File: src/rtl/uart_alu_pkg.sv
// Shared definitions for the UART/ALU command sequencer: opcodes, FSM states
// and the opcode validity check.
package uart_alu_pkg;

  localparam int NB_OP_DEF = 6;

  localparam logic [NB_OP_DEF-1:0] OP_ADD = 6'b100000;
  localparam logic [NB_OP_DEF-1:0] OP_SUB = 6'b100010;
  localparam logic [NB_OP_DEF-1:0] OP_AND = 6'b100100;
  localparam logic [NB_OP_DEF-1:0] OP_OR  = 6'b100101;
  localparam logic [NB_OP_DEF-1:0] OP_XOR = 6'b100110;
  localparam logic [NB_OP_DEF-1:0] OP_NOR = 6'b100111;
  localparam logic [NB_OP_DEF-1:0] OP_SRA = 6'b000011;
  localparam logic [NB_OP_DEF-1:0] OP_SRL = 6'b000010;

  typedef enum logic [2:0] {
    IDLE    = 3'd0,
    WAIT_B  = 3'd1,
    WAIT_OP = 3'd2,
    CALC    = 3'd3,
    SEND    = 3'd4,
    WAIT_TX = 3'd5
  } state_t;

  // True when the opcode field names one of the supported ALU operations.
  function automatic logic op_is_valid(input logic [NB_OP_DEF-1:0] op);
    case (op)
      OP_ADD, OP_SUB, OP_AND, OP_OR,
      OP_XOR, OP_NOR, OP_SRA, OP_SRL: return 1'b1;
      default:                        return 1'b0;
    endcase
  endfunction

endpackage

File: src/rtl/uart_alu_ctrl_if.sv
// Byte-level handshake between the sequencer, the UART and the ALU.
// master = sequencer side, slave = UART/ALU side.
interface uart_alu_ctrl_if #(
  parameter int NB_DATA = 8,
  parameter int NB_OP   = 6
);
  logic               i_rx_done;
  logic [NB_DATA-1:0] i_rx_data;
  logic               i_tx_done;
  logic [NB_DATA-1:0] i_alu_result;
  logic [NB_DATA-1:0] o_data_a;
  logic [NB_DATA-1:0] o_data_b;
  logic [NB_OP-1:0]   o_op;
  logic               o_tx_start;
  logic [NB_DATA-1:0] o_tx_data;
  logic               o_busy;
  logic               o_timeout;
  logic               o_op_err;
  logic               o_overrun;

  modport master (
    input  i_rx_done, i_rx_data, i_tx_done, i_alu_result,
    output o_data_a, o_data_b, o_op, o_tx_start, o_tx_data,
           o_busy, o_timeout, o_op_err, o_overrun
  );

  modport slave (
    output i_rx_done, i_rx_data, i_tx_done, i_alu_result,
    input  o_data_a, o_data_b, o_op, o_tx_start, o_tx_data,
           o_busy, o_timeout, o_op_err, o_overrun
  );
endinterface

File: src/rtl/inter_byte_timer.sv
// Counts idle cycles between bytes of one command. expire flags the cycle
// whose clock edge would bring the count to TIMEOUT_CYC-1, so the owner can
// register its timeout pulse on that same edge.
module inter_byte_timer #(
  parameter int TIMEOUT_CYC = 1000000
) (
  input  logic i_clk,
  input  logic i_reset,
  input  logic clear,
  input  logic enable,
  output logic expire
);
  localparam int CW = $clog2(TIMEOUT_CYC);

  logic [CW-1:0] cnt;

  // Idle-cycle counter; clear has priority over counting.
  always_ff @(posedge i_clk or negedge i_reset) begin
    if (!i_reset)    cnt <= '0;
    else if (clear)  cnt <= '0;
    else if (enable) cnt <= cnt + CW'(1);
  end

  assign expire = enable && (cnt == CW'(TIMEOUT_CYC - 2));
endmodule

File: src/rtl/uart_alu_ctrl.sv
// Command sequencer: gathers A, B and opcode bytes from the UART, runs them
// through the ALU and sends the result back as one tx transfer.
module uart_alu_ctrl
  import uart_alu_pkg::*;
#(
  parameter int NB_DATA     = 8,
  parameter int NB_OP       = NB_OP_DEF,
  parameter int TIMEOUT_CYC = 1000000
) (
  input  logic            i_clk,
  input  logic            i_reset,
  uart_alu_ctrl_if.master bus
);
  state_t             state;
  logic [NB_DATA-1:0] data_a, data_b, tx_data;
  logic [NB_OP-1:0]   op;
  logic               tx_start, busy, timeout, op_err, overrun;
  logic               in_wait, expire, op_ok;

  assign in_wait = (state == WAIT_B) || (state == WAIT_OP);
  // Upper byte bits must be zero; a stray high bit makes the opcode invalid.
  assign op_ok   = (bus.i_rx_data[NB_DATA-1:NB_OP] == '0) &&
                   op_is_valid(bus.i_rx_data[NB_OP-1:0]);

  inter_byte_timer #(.TIMEOUT_CYC(TIMEOUT_CYC)) u_timer (
    .i_clk   (i_clk),
    .i_reset (i_reset),
    .clear   (bus.i_rx_done),
    .enable  (in_wait && !bus.i_rx_done),
    .expire  (expire)
  );

  // Command FSM with registered outputs; pulses default low each cycle.
  always_ff @(posedge i_clk or negedge i_reset) begin
    if (!i_reset) begin
      state    <= IDLE;
      data_a   <= '0;
      data_b   <= '0;
      op       <= '0;
      tx_data  <= '0;
      tx_start <= 1'b0;
      busy     <= 1'b0;
      timeout  <= 1'b0;
      op_err   <= 1'b0;
      overrun  <= 1'b0;
    end else begin
      tx_start <= 1'b0;
      timeout  <= 1'b0;
      op_err   <= 1'b0;
      overrun  <= 1'b0;
      case (state)
        IDLE: if (bus.i_rx_done) begin
          data_a <= bus.i_rx_data;
          state  <= WAIT_B;
          busy   <= 1'b1;
        end
        WAIT_B: begin
          if (bus.i_rx_done) begin
            data_b <= bus.i_rx_data;
            state  <= WAIT_OP;
          end else if (expire) begin
            timeout <= 1'b1;
            state   <= IDLE;
            busy    <= 1'b0;
          end
        end
        WAIT_OP: begin
          if (bus.i_rx_done) begin
            if (op_ok) begin
              op    <= bus.i_rx_data[NB_OP-1:0];
              state <= CALC;
            end else begin
              op_err <= 1'b1;
              state  <= IDLE;
              busy   <= 1'b0;
            end
          end else if (expire) begin
            timeout <= 1'b1;
            state   <= IDLE;
            busy    <= 1'b0;
          end
        end
        CALC: begin
          tx_data  <= bus.i_alu_result;
          tx_start <= 1'b1;
          state    <= SEND;
        end
        SEND: state <= WAIT_TX;
        WAIT_TX: if (bus.i_tx_done) begin
          state <= IDLE;
          busy  <= 1'b0;
        end
        default: begin
          state <= IDLE;
          busy  <= 1'b0;
        end
      endcase
      // Bytes arriving while a result is in flight are dropped and flagged.
      if (bus.i_rx_done && (state == CALC || state == SEND || state == WAIT_TX))
        overrun <= 1'b1;
    end
  end

  assign bus.o_data_a   = data_a;
  assign bus.o_data_b   = data_b;
  assign bus.o_op       = op;
  assign bus.o_tx_start = tx_start;
  assign bus.o_tx_data  = tx_data;
  assign bus.o_busy     = busy;
  assign bus.o_timeout  = timeout;
  assign bus.o_op_err   = op_err;
  assign bus.o_overrun  = overrun;
endmodule

File: src/flat_wrapper.sv
// flat-port wrapper written by rule: the top's interface ports become plain ports
module uart_alu_ctrl_flat import uart_alu_pkg::*;
#(
  parameter int NB_DATA     = 8,
  parameter int NB_OP       = NB_OP_DEF,
  parameter int TIMEOUT_CYC = 1000000
)
  (i_clk, i_reset, bus_i_rx_done, bus_i_rx_data, bus_i_tx_done, bus_i_alu_result, bus_o_data_a, bus_o_data_b, bus_o_op, bus_o_tx_start, bus_o_tx_data, bus_o_busy, bus_o_timeout, bus_o_op_err, bus_o_overrun);
  uart_alu_ctrl_if #(.NB_DATA(NB_DATA), .NB_OP(NB_OP)) bus_i ();
  input  logic i_clk;
  input  logic i_reset;
  input wire logic [$bits(bus_i.i_rx_done)-1:0] bus_i_rx_done;
  input wire logic [$bits(bus_i.i_rx_data)-1:0] bus_i_rx_data;
  input wire logic [$bits(bus_i.i_tx_done)-1:0] bus_i_tx_done;
  input wire logic [$bits(bus_i.i_alu_result)-1:0] bus_i_alu_result;
  output wire logic [$bits(bus_i.o_data_a)-1:0] bus_o_data_a;
  output wire logic [$bits(bus_i.o_data_b)-1:0] bus_o_data_b;
  output wire logic [$bits(bus_i.o_op)-1:0] bus_o_op;
  output wire logic [$bits(bus_i.o_tx_start)-1:0] bus_o_tx_start;
  output wire logic [$bits(bus_i.o_tx_data)-1:0] bus_o_tx_data;
  output wire logic [$bits(bus_i.o_busy)-1:0] bus_o_busy;
  output wire logic [$bits(bus_i.o_timeout)-1:0] bus_o_timeout;
  output wire logic [$bits(bus_i.o_op_err)-1:0] bus_o_op_err;
  output wire logic [$bits(bus_i.o_overrun)-1:0] bus_o_overrun;
  assign bus_i.i_rx_done = bus_i_rx_done;
  assign bus_i.i_rx_data = bus_i_rx_data;
  assign bus_i.i_tx_done = bus_i_tx_done;
  assign bus_i.i_alu_result = bus_i_alu_result;
  assign bus_o_data_a = bus_i.o_data_a;
  assign bus_o_data_b = bus_i.o_data_b;
  assign bus_o_op = bus_i.o_op;
  assign bus_o_tx_start = bus_i.o_tx_start;
  assign bus_o_tx_data = bus_i.o_tx_data;
  assign bus_o_busy = bus_i.o_busy;
  assign bus_o_timeout = bus_i.o_timeout;
  assign bus_o_op_err = bus_i.o_op_err;
  assign bus_o_overrun = bus_i.o_overrun;
  uart_alu_ctrl #(.NB_DATA(NB_DATA), .NB_OP(NB_OP), .TIMEOUT_CYC(TIMEOUT_CYC)) u_core (.i_clk(i_clk), .i_reset(i_reset), .bus(bus_i));
endmodule
File: config.mk
export PLATFORM = sky130hd
export DESIGN_NAME = uart_alu_ctrl_flat
export DESIGN_NICKNAME = d
export VERILOG_FILES = /design/src/rtl/uart_alu_pkg.sv /design/src/rtl/uart_alu_ctrl_if.sv /design/src/rtl/inter_byte_timer.sv /design/src/rtl/uart_alu_ctrl.sv /design/src/flat_wrapper.sv
export SDC_FILE = /design/constraint.sdc
export NUM_CORES = 1
export LEC_CHECK = 0
export ABC_AREA = 1
export BUFFER_PORTS_ARGS = -buffer_cell sky130_fd_sc_hd__buf_2
export CORE_ASPECT_RATIO = 2
export CORE_UTILIZATION = 29
export DETAILED_ROUTE_END_ITERATION = 10
export PLACE_DENSITY = 0.48
export SETUP_SLACK_MARGIN = 0.2
export SLEW_MARGIN = 0
export SYNTH_ARGS = -nofsm -noshare
export SYNTH_HDL_FRONTEND = slang
export SYNTH_SLANG_ARGS = --single-unit
File: constraint.sdc
create_clock -name i_clk -period 1.9 [get_ports i_clk]
set_input_delay 0.095 -clock i_clk [delete_from_list [all_inputs] [get_ports i_clk]]
set_output_delay 0.095 -clock i_clk [all_outputs]
set_load 0.005 [all_outputs]
# [Yosys cells after proc, flatten, opt, wreduce, memory -nomap -nowiden]
# Index checks and enable logic that the tools add are counted.
[totals] register_bits=58 in_bits=20 output_inout_bits=35 word_cells=75
[classes] add_sub_neg=1 n_eq_ne=18 n_mux=25 bitwise=1 n_reduce_logical=19
[op_table] op="20-bit 2-to-1 mux" n=2
[op_table] op="6-bit equality test (second input constant)" n=6
[op_table] op="20-bit by 1-bit adder with 20-bit output (second input constant)" n=1
[op_table] op="20-bit equality test (second input constant)" n=1
[op_table] op="3-bit case mux with 6 select lines" n=1
[op_table] op="1-bit 2-to-1 mux" n=15
[op_table] op="3-bit 2-to-1 mux" n=5
[op_table] op="6-bit by 2-bit equality test with 1-bit output (second input constant)" n=2
[op_table] op="8-bit OR reduction" n=1
[op_table] op="3-bit by 2-bit equality test with 1-bit output (second input constant)" n=2
[op_table] op="3-bit equality test (second input constant)" n=2
[op_table] op="2-bit != test (second input constant)" n=3
[op_table] op="2-bit AND reduction" n=3
[op_table] op="1-bit case mux with 5 select lines" n=1
[op_table] op="5-bit AND reduction" n=1
[op_table] op="1-bit logical AND" n=4
[op_table] op="2-bit OR reduction" n=2
[op_table] op="3-bit by 1-bit equality test with 1-bit output (second input constant)" n=1
[op_table] op="3-bit zero test" n=1
[op_table] op="1-bit logical OR" n=3
[op_table] op="3-bit != test (second input constant)" n=1
[op_table] op="3-bit AND reduction" n=1
[op_table] op="2-bit zero test" n=1
[op_table] op="2-bit 2-to-1 mux" n=1
[op_table] op="other kinds (3)" n=3

# [Logic depth before layout (Yosys ltp)]
[logic_depth] ltp_word=7 mapped_depth=11 depth_no_buf=11

# [By module]
# Synthesis repeated with hierarchy kept, for this count alone.
[unflattened] cells_unflattened=348 area_unflattened_um2=2834.0
[by_module_without_submodules] module="uart_alu_ctrl" n_inst=1 cells_per_inst=182 area_per_inst_um2=1640.3 seq_area_each_um2=950.9
[by_module_without_submodules] module="inter_byte_timer" n_inst=1 cells_per_inst=166 area_per_inst_um2=1193.6 seq_area_each_um2=500.5

# [Least setup slack after synthesis]
# OpenSTA, ideal clock, no wires.
[synth_timing] kind="register to register" from="register u_core.state[1]" to="register u_core.u_timer.cnt[13]" setup_time_ps=121 arrival_time_ps=1211 required_ps=1779 setup_slack_ps=568 path_stages_with_launch=11 n_path_buf=0 synth_period_minus_slack_ps=1332 path_cell_list="dfrtp_1 nor2_2 nand2_2 nand2_4 nand2_2 nor2_4 inv_2 nor2_2 nand2_1 nand2_1 nor2_1"
[synth_via] elab_chain_cells=4 word_cells_on_any_way=5 cone_classes="eq/ne (2); reduce/logical (3)"
[synth_rtl] element="from (decl)" line="uart_alu_ctrl.sv:14" text="state_t state;"
[synth_rtl] element="from (signal assigned)" line="uart_alu_ctrl.sv:36" text="state <= IDLE;"
[synth_rtl] element="from (signal assigned)" line="uart_alu_ctrl.sv:54" text="state <= WAIT_B;"
[synth_rtl] element="from (signal assigned)" line="uart_alu_ctrl.sv:60" text="state <= WAIT_OP;"
[synth_rtl] element="3-bit by 1-bit equality test with 1-bit output / 3-bit by 2-bit equality test with 1-bit output (equally long branches)" line="uart_alu_ctrl.sv:20" text="assign in_wait = (state == WAIT_B) || (state == WAIT_OP);"
[synth_rtl] element="1-bit logical OR (*)" line="uart_alu_ctrl.sv:20"
[synth_rtl] element="1-bit logical AND (*)" line="uart_alu_ctrl.sv:29" text=".enable (in_wait && !bus.i_rx_done),"
[synth_rtl] element="2-bit nonzero test (no source line) (*)"
[synth_rtl] element="to (signal assigned)" line="inter_byte_timer.sv:21" text="else if (enable) cnt <= cnt + CW'(1);"
[synth_rtl] element="to (decl)" line="inter_byte_timer.sv:15" text="logic [CW-1:0] cnt;"
# Mark *: on every way between the ends. The rest lies on a longest branch, timed or not.
# A chain may end at the register's enable or synchronous reset.

# [Final worst setup path]
# Same ends and word-level chain as after synthesis.

==> results.yml <==
layout:
  drive_above_1_share_pct: 22.20
  fin_nets: 454
  fin_cells: 541
  area_growth_pct: 29.49
  final_util_pct: 38.81
  diodes: 0
  fill_cells: 1019
power_and_ir_drop:
  pwr-share-comb_pct: 27.7
  ir_drop_mv: 0.7052
  totalPowerFinal_mw: 4.856
  p_per_area_mw_per_mm2: 1333
  pwr-share-clk_pct: 35.5
  leakage_nw: 1.843
  intPower_mw: 3.281
  switching_share_pct: 32.43
  seq_power_share_pct: 36.8
  p_sw_mw: 1.575
placed_design:
  portBuffers: 54
  pre_cts_slack_ns: 0.3216
  gp_congestion: 0.8716
  dp.cells: 516
  dp_hpwl_microns: 5939
timing:
  drv_slew: 0
  skew_ns: 0.006320
  tns_ns: 0
  max_freq_mhz: 644.1
  setup_ws_ns: 0.3474
  rsz0062_at_grt: "no"
  setup_viol: 0
  period_share_pct: 81.72
  tightest_slew_ns: 0.3988
  hold_viol: 0
  min_period_ns: 1.553
  slew_headroom_pct: 73.38
setup_path:
  cp_num_cells: 10
  endpoint: "u_core.u_timer.cnt[13]$_DFFE_PN0P_"
  arrival_ns: 1.77
  start_kind: "flip-flop"
  r2r_slack_ns: 0.35
  ff2ff_path_depth: 10
  critPathLaunch: "u_core.state[1]$_DFFE_PN0P_"
  critical_path_class: "flip-flop to flip-flop"
  worstSetupEndpointType: "flip-flop"
  crit_path_max_fanout: 8
  critPathMaxStageDelay_ns: 0.46
  cpMaxStageDelayCell: "dfrtp_1"
  worstReg2RegEnd: "u_core.u_timer.cnt[13]$_DFFE_PN0P_"
  path_delay_family: "simple AND/OR/NAND/NOR gates"
  r2r_start: "u_core.state[1]$_DFFE_PN0P_"
  critPathBufInv: 1
  crit_chain: "nor2_2, nand2_2, nand2_4, nand2_2, nor2_4, inv_2, nor2_2, nand2_1, nand2_1, nor2_1"
  required_ns: 2.11
logic_synthesis:
  ys_seq_area_share_pct: 51.60
  synth_ff_type: "dfrtp_1"
  synth_cell_types: 24
  yosys_warnings: 0
  synth_area_per_cell_sq_um: 7.813
  ys_async_sr_fraction_pct: 100.0
  syn_nets: 382
  synth_seq_cells: 58
  synth_area_sq_mm: 0.002813
  synth_edf_count: 0
  syn_inst: 360
floorplanning:
  initial_core_util_pct: 29.97
  core_sq_mm: 0.009384
  core.rowCount: 50
  die_height_microns: 141.3
  die_w_microns: 71.64
  ios: 55
  fp.dieArea_sq_mm: 0.01012
detailed_routing:
  wl_met1_microns: 2646
  drt_iter0_markers: 158
  wl_per_cell_microns: 14.19
  route.met3.wl_microns: 287
  via_per_inst: 4.682
  highest_layer: "met4"
  met2_length_microns: 4440
  dr.pass1.iters: 4
  wl_microns: 7678
  ant_nets: 0
  drc: 0
  num_vias: 2533
global_route:
  first_global_vias: 2639
  grt_start_max_net_pins: 59
  grt_overflow_total: 0
  grt_pass1_wl_microns: 12570
  antenna_found_initial: 0
  track_usage_pct: 16.73
worst_hold_path:
  worst_hold_path_type: "input pin to flip-flop"
cts:
  clock-root-buffer: "clkbuf_16"
  htree_levels: 3
  post_cts_buffers: 0
  cts_tree: "yes"
  clkTransAtPathRegs_ns: 0.05
  clock_sinks: 58
  clock_path_buffers: 2
  clk_latency_ns: 0.33
  cts_buffers: 9
job:
  max_cap_violations: 0
outcome:
  outcome: "completed"
## how the worst min path moves through the flow
| stage | start | end | slack, ns | cells after the start |
|---|---|---|---|---|
| floorplan | i_reset | u_core.bus.o_busy$_DFFE_PN0P_ | -0.20 | 0 |
| global placement | i_reset | u_core.u_timer.cnt[12]$_DFFE_PN0P_ | 0.13 | 2 |
| detailed placement | i_reset | u_core.u_timer.cnt[12]$_DFFE_PN0P_ | 0.13 | 2 |
| CTS | bus_i_rx_data[4] | u_core.bus.o_data_b[4]$_DFFE_PN0P_ | 0.05 | 3 |
| global route | bus_i_rx_data[3] | u_core.bus.o_data_b[3]$_DFFE_PN0P_ | 0.05 | 3 |
| finish | bus_i_tx_done | u_core.state[0]$_DFFE_PN0P_ | 0.05 | 4 |
## cell usage after synthesis (5+ instances only)
cell | count | area [sq um]
a21oi_1 | 11 | 55.05
dfrtp_1 | 58 | 1451
inv_1 | 43 | 161.4
inv_2 | 5 | 18.77
nand2_1 | 110 | 412.9
nand2_2 | 5 | 31.28
nand3_1 | 17 | 85.08
nand4_1 | 8 | 50.05
nor2_1 | 36 | 135.1
nor2_2 | 6 | 37.54
nor3_1 | 10 | 50.05
o21ai_0 | 26 | 130.1
o21ai_1 | 7 | 35.03
## metal layers
metal | global-route usage, % | vias up
met2 | 31.83 | 68
met5 | 0 | -
met1 | 15.56 | 1167
met3 | 4.119 | 18
li1 | - | 1280
met4 | 9.598 | 0
## through the flow
stage | hold slack, ns | area [sq um]
after floorplan | -0.2006 | 2813
after global placement | 0.1326 | 3228
after detailed placement | 0.1298 | 3228
after CTS | 0.04677 | 3637
after global routing | 0.05440 | 3642
final | 0.05400 | 3642
## sequential cells by signal, summed over array words and instances, names as in the netlist
| name | count |
|---|---|
| u_core.bus.o_tx_start | 1 |
| u_core.bus.o_op | 6 |
| u_core.bus.o_data_a | 8 |
| u_core.bus.o_op_err | 1 |
| u_core.bus.o_timeout | 1 |
| u_core.state | 3 |
| u_core.bus.o_tx_data | 8 |
| u_core.bus.o_data_b | 8 |
| u_core.bus.o_overrun | 1 |
| u_core.u_timer.cnt | 20 |
| u_core.bus.o_busy | 1 |
## final cells by class
class                      instances  area, sq um  area share [%]
clock buffer                      10        239.0           6.561
multi-input combinational        248         1159           31.81
inverter                          48        180.2           4.947
timing repair buffer              67        402.9           11.06
tap                              104        130.1           3.573
clock inverter                     6        80.08           2.199
sequential                        58         1451           39.85
## worst reg2reg max path: stages (launching register included)
cell	delay, ns
dfrtp_1	0.46
nor2_2	0.23
nand2_2	0.11
nand2_4	0.12
nand2_2	0.10
nor2_4	0.15
inv_2	0.06
nor2_2	0.09
nand2_1	0.05
nand2_1	0.05
nor2_1	0.03
## kinds of logic after synthesis
logic type | after synthesis | share of synthesized area, %
flip-flops | 58 | 51.60
buffers and inverters | 54 | 7.384
adder cells (fa/ha/maj) | 2 | 0.8895
AND/OR/NAND/NOR | 198 | 31.27
AO/OA/AOI/OAI | 48 | 8.852
## power by group through the flow
| stage | clock network (mW) | logic, mW | registers (mW) |
|---|---|---|---|
| floorplan | 0 | 0.747 | 1.82 |
| global placement | 0 | 1.33 | 1.79 |
| detailed placement | 0 | 1.36 | 1.80 |
| CTS | 1.77 | 1.37 | 1.79 |
| global route | 1.82 | 1.55 | 1.83 |
| finish | 1.72 | 1.34 | 1.79 |
## cells in the final DEF (no fill, tap or decap)
cell type	instances
inv_2	5
nand2_1	110
o21ai_0	26
buf_12	1
clkbuf_16	9
inv_1	43
a31oi_1	2
ha_1	2
nand2_4	1
buf_2	54
o21ai_1	7
a21oi_1	11
a211oi_1	1
dlygate4sd3_1	9
bufinv_16	2
nand4_1	8
dfrtp_1	58
nand3_1	16
nor2_2	6
nor3b_2	1
clkinv_2	4
nor3_1	10
nor2_4	2
clkbuf_8	1
nand4_4	1
nor2_1	36
o221ai_1	1
nand3_2	2
buf_4	3
nand2_2	5
## repair_timing
item / CTS / global route
resized for setup: 0 / 1
hold buffers: 9 / 0
endpoints found under the setup margin: 0 / 3
hold endpoints to repair: 66 / 0
No activity file was read; power rests on OpenSTA's default activity.
